===== src/rtl/serial_subtractor_4bit.sv =====
// Bit-serial subtractor: diff = (x - y - bin) mod 2^WIDTH, LSB first, one bit per clock
// through a single full-subtractor cell with a registered borrow.
//
// Ports:
//   clk    - clock, rising edge
//   rst    - asynchronous, active-high reset
//   start  - operation request, accepted in IDLE or DONE
//   x, y   - minuend / subtrahend, sampled on acceptance
//   bin    - borrow-in, sampled on acceptance
//   diff   - registered result of the last completed operation
//   borrow - registered borrow-out of the last completed operation (x < y + bin)
//   busy   - high while bits are being shifted through the cell
//   done   - one-cycle pulse when diff/borrow have just been updated
module serial_subtractor_4bit #(
    parameter int unsigned WIDTH = 4
) (
    input  logic             clk,
    input  logic             rst,
    input  logic             start,
    input  logic [WIDTH-1:0] x,
    input  logic [WIDTH-1:0] y,
    input  logic             bin,
    output logic [WIDTH-1:0] diff,
    output logic             borrow,
    output logic             busy,
    output logic             done
);

    localparam int unsigned CntW = (WIDTH > 2) ? $clog2(WIDTH) : 1;
    localparam logic [CntW-1:0] CntLast = CntW'(WIDTH - 1);

    typedef enum logic [1:0] {
        StIdle,
        StShift,
        StDone
    } state_e;

    state_e           state_q, state_d;
    logic [WIDTH-1:0] a_q, a_d;
    logic [WIDTH-1:0] b_q, b_d;
    logic [WIDTH-1:0] res_q, res_d;
    logic             br_q, br_d;
    logic [CntW-1:0]  cnt_q, cnt_d;
    logic [WIDTH-1:0] diff_q, diff_d;
    logic             borrow_q, borrow_d;

    // Full-subtractor cell on the current LSBs.
    logic d_bit;
    logic br_next;
    assign d_bit   = a_q[0] ^ b_q[0] ^ br_q;
    assign br_next = (~a_q[0] & b_q[0]) | (~(a_q[0] ^ b_q[0]) & br_q);

    always_ff @(posedge clk or posedge rst) begin
        if (rst) begin
            state_q  <= StIdle;
            a_q      <= '0;
            b_q      <= '0;
            res_q    <= '0;
            br_q     <= 1'b0;
            cnt_q    <= '0;
            diff_q   <= '0;
            borrow_q <= 1'b0;
        end else begin
            state_q  <= state_d;
            a_q      <= a_d;
            b_q      <= b_d;
            res_q    <= res_d;
            br_q     <= br_d;
            cnt_q    <= cnt_d;
            diff_q   <= diff_d;
            borrow_q <= borrow_d;
        end
    end

    always_comb begin
        state_d  = state_q;
        a_d      = a_q;
        b_d      = b_q;
        res_d    = res_q;
        br_d     = br_q;
        cnt_d    = cnt_q;
        diff_d   = diff_q;
        borrow_d = borrow_q;

        unique case (state_q)
            StIdle, StDone: begin
                // DONE accepts a new start so back-to-back operations cost WIDTH+1 cycles.
                if (start) begin
                    a_d     = x;
                    b_d     = y;
                    br_d    = bin;
                    cnt_d   = '0;
                    state_d = StShift;
                end else begin
                    state_d = StIdle;
                end
            end
            StShift: begin
                a_d   = a_q >> 1;
                b_d   = b_q >> 1;
                br_d  = br_next;
                res_d = {d_bit, res_q[WIDTH-1:1]};
                cnt_d = cnt_q + 1'b1;
                if (cnt_q == CntLast) begin
                    // Publish only complete results; diff never shows partial bits.
                    diff_d   = {d_bit, res_q[WIDTH-1:1]};
                    borrow_d = br_next;
                    state_d  = StDone;
                end
            end
            default: state_d = StIdle;
        endcase
    end

    assign diff   = diff_q;
    assign borrow = borrow_q;
    assign busy   = (state_q == StShift);
    assign done   = (state_q == StDone);

endmodule


===== config.mk =====
export PLATFORM = sky130hd
export DESIGN_NAME = serial_subtractor_4bit
export DESIGN_NICKNAME = d
export VERILOG_FILES = /design/src/rtl/serial_subtractor_4bit.sv
export SDC_FILE = /design/constraint.sdc
export NUM_CORES = 1
export LEC_CHECK = 0
export CAP_MARGIN = 20
export CORE_MARGIN = 3
export CORE_UTILIZATION = 51
export CTS_BUF_LIST = sky130_fd_sc_hd__clkbuf_16
export DETAILED_ROUTE_END_ITERATION = 10
export PLACE_DENSITY = 0.79
export SLEW_MARGIN = 20
export SYNTH_ARGS = -nofsm -noshare
export SYNTH_HDL_FRONTEND = slang
export SYNTH_SLANG_ARGS = --single-unit

===== constraint.sdc =====
create_clock -name clk -period 3.3 [get_ports clk]
set_clock_uncertainty 0.15 [all_clocks]
set_input_delay 0.66 -clock clk [delete_from_list [all_inputs] [get_ports clk]]
set_output_delay 0.66 -clock clk [all_outputs]
set_load 0.01 [all_outputs]

==> impl_metrics.yaml <==
sta:
  finalSetupViolations: 0
  finalHoldViolations: 0
  fin_hold_ws_ns: 0.3250
  final.period_utilization_pct: 77.85
  rsz0062_at_grt: "false"
  slew_violations: 0
  fmaxAchievable_mhz: 389.3
  post-route-min-period_ns: 2.569
  setup_tns_ns: 0
  tightestPinTransition_ns: 0.7601
  slew_headroom_pct: 49.27
route:
  drt-wirelength-per-cell_um: 12.88
  drc: 0
  final_antenna_net_count: 0
  drtIter0Drc: 17
  routed_wl_um: 1649
  vias: 663
  drtPass1Iterations: 4
  via_per_inst: 5.180
min_path:
  hp-start: "borrow"
  hold_path_depth: 2
  hold_path_end: "borrow"
  hold_class: "reg -> reg"
logic_synthesis:
  yosys_warnings: 0
  synth_seq_cells: 21
  synth-seq-area-share_pct: 53.85
  syn-num-nets: 100
  syn_area_per_cell_um2: 11.35
  ys_types: 26
  synth_cells: 86
  synthesis.area_um2: 975.9
die:
  initial_utilization_pct: 55.32
  num_rows: 15
  die_area_um2: 2475
  ioPinCount: 19
  core_area_um2: 1764
  fp.dieH_um: 49.75
  dieWidth_um: 49.75
clocking:
  post_cts_resized: 0
  cts_hold_buf: 0
  cts_sinks: 21
  clock-root-buffer: "clkbuf_16"
  cts-buffers-inserted: 3
  cts_setup_buffers: 0
  htreeDepth: 1
  cts_buffer_depth: 2
  cts_tree: "built"
  insertion_delay_ns: 0.25
  cts.reportedPaths.clkPinSlew_ns: 0.05
layout:
  final_common_cell: "dfrtp_1"
  finalNetCount: 118
  area_growth_pct: 25.90
  layout_common_cells: "21 x dfrtp_1, 18 x clkdlybuf4s50_1, 10 x nand2_1, 6 x mux2_2"
  final_cells: 128
  num_antenna_cells: 0
  drive_above_1_share_pct: 12.62
setup_path:
  cp-start-kind: "register"
  rr_endpoint: "diff[3]"
  reg2reg_depth: 2
  r2r_slack_ns: 1.63
  rr_startpoint: "state_q[0]"
  crit_type: "reg -> out"
  cp.arrival_ns: 1.76
  path_max_fanout: 18
  cp_data_required_time_ns: 2.49
  critPathCaptureType: "output pin"
place:
  portBuffers: 18
  hpwlAfterDp_um: 1188
  place.gp.congestion: 0.7746
  dp.cells: 124
global_routing:
  grt_pass1_wl_um: 2773
  grt_overflow: 0
  grt_pass1_vias: 609
  antenna_found_initial: 0
  grt_max_degree: 22
  grt_use_total_pct: 14.81
pwr:
  p_leak_nw: 0.5619
  p_total_mw: 1.183
  vdd_ir_drop_max_mv: 0.4448
  power_density_nw_per_um2: 962.9
job:
  drv_cap: 0
outcome:
  outcome: "finished clean"
==> where the power goes <==
| part | switching [mW] | total (mW) | internal, mW |
|---|---|---|---|
| Sequential | 0.104 | 0.483 | 0.379 |
| Clock | 0.0852 | 0.247 | 0.162 |
| Combinational | 0.198 | 0.453 | 0.254 |
==> layout make-up <==
cell class	instances	area [um^2]
fill	144	535.5
sequential	21	525.5
multi-input combinational	54	389.1
timing repair buffer	18	180.2
clock buffer	3	75.07
tap	25	31.28
inverter	6	22.52
clock inverter	1	5.005
==> cell usage after synthesis <==
library cell / n / area [um^2]
nand3_1: 3 / 15.01
a22o_1: 1 / 8.760
buf_6: 2 / 22.52
nand2_1: 10 / 37.54
fa_1: 1 / 20.02
a221o_1: 2 / 20.02
ha_1: 1 / 12.51
nand3b_1: 1 / 7.510
mux2i_1: 4 / 40.04
and2_4: 1 / 8.760
nand2b_4: 1 / 13.76
buf_4: 1 / 7.510
a211oi_1: 3 / 22.52
inv_2: 1 / 3.750
nor2_1: 1 / 3.750
nor2b_1: 4 / 25.02
buf_2: 1 / 5.000
inv_1: 5 / 18.77
a21oi_1: 5 / 25.02
clkbuf_1: 1 / 3.750
and3b_1: 2 / 17.52
o21ai_0: 5 / 25.02
dfrtp_1: 21 / 525.5
mux2_2: 6 / 67.56
o22ai_1: 2 / 12.51
nand2b_1: 1 / 6.260
==> metrics by stage <==
| stage | utilization (%) | cell area [um^2] | setup slack (ns) |
|---|---|---|---|
| finish | 69.65 | 1229 | 0.7311 |
| global route | 69.65 | 1229 | 0.6524 |
| CTS | 69.65 | 1229 | 0.7225 |
| detailed placement | 65.11 | 1149 | 0.9297 |
| global placement | 65.11 | 1149 | 0.9939 |
| floorplan | - | 975.9 | 1.660 |
==> cell families (layout without fill, tap and decap cells) <==
family,count (synthesis),in the layout,synth area share [%]
muxes,10,10,11.03
buffers and inverters,11,28,6.281
adders and majority gates,2,2,3.333
AOI/OAI and AO/OA,18,18,11.67
and+or+nand+nor,24,24,13.85
DFF,21,21,53.85
==> worst max path at each step <==
stage                     startpoint  endpoint  slack [ns]  cells after the start
after floorplan           state_q[1]      busy        1.66                      4
after global placement         start    a_q[0]        0.99                      4
after detailed placement       start    a_q[0]        0.93                      4
after CTS                 state_q[0]      busy        0.72                      3
after global routing      state_q[0]      busy        0.65                      3
final                     state_q[0]      busy        0.73                      3
==> worst max-delay path, cell delays in order, from the launching register on <==
cell	delay, ns
dfrtp_1	0.67
nand2b_4	0.16
inv_2	0.13
clkdlybuf4s50_1	0.55
==> sequential cells by signal (all words and copies together) (netlist names) <==
name,count
br_q,1
borrow,1
a_q,4
cnt_q,2
diff,4
state_q,2
b_q,4
res_q,3
==> per-layer routing <==
layer  vias up  part of all wire, %  GRT usage, %
met5         -                    0             0
met4         0                 0.91         4.147
met3         4                  7.0         4.230
met2        21                   47         23.13
met1       306                   45         20.04
li1        332                    -             -
(Power assumes the default switching activity.)
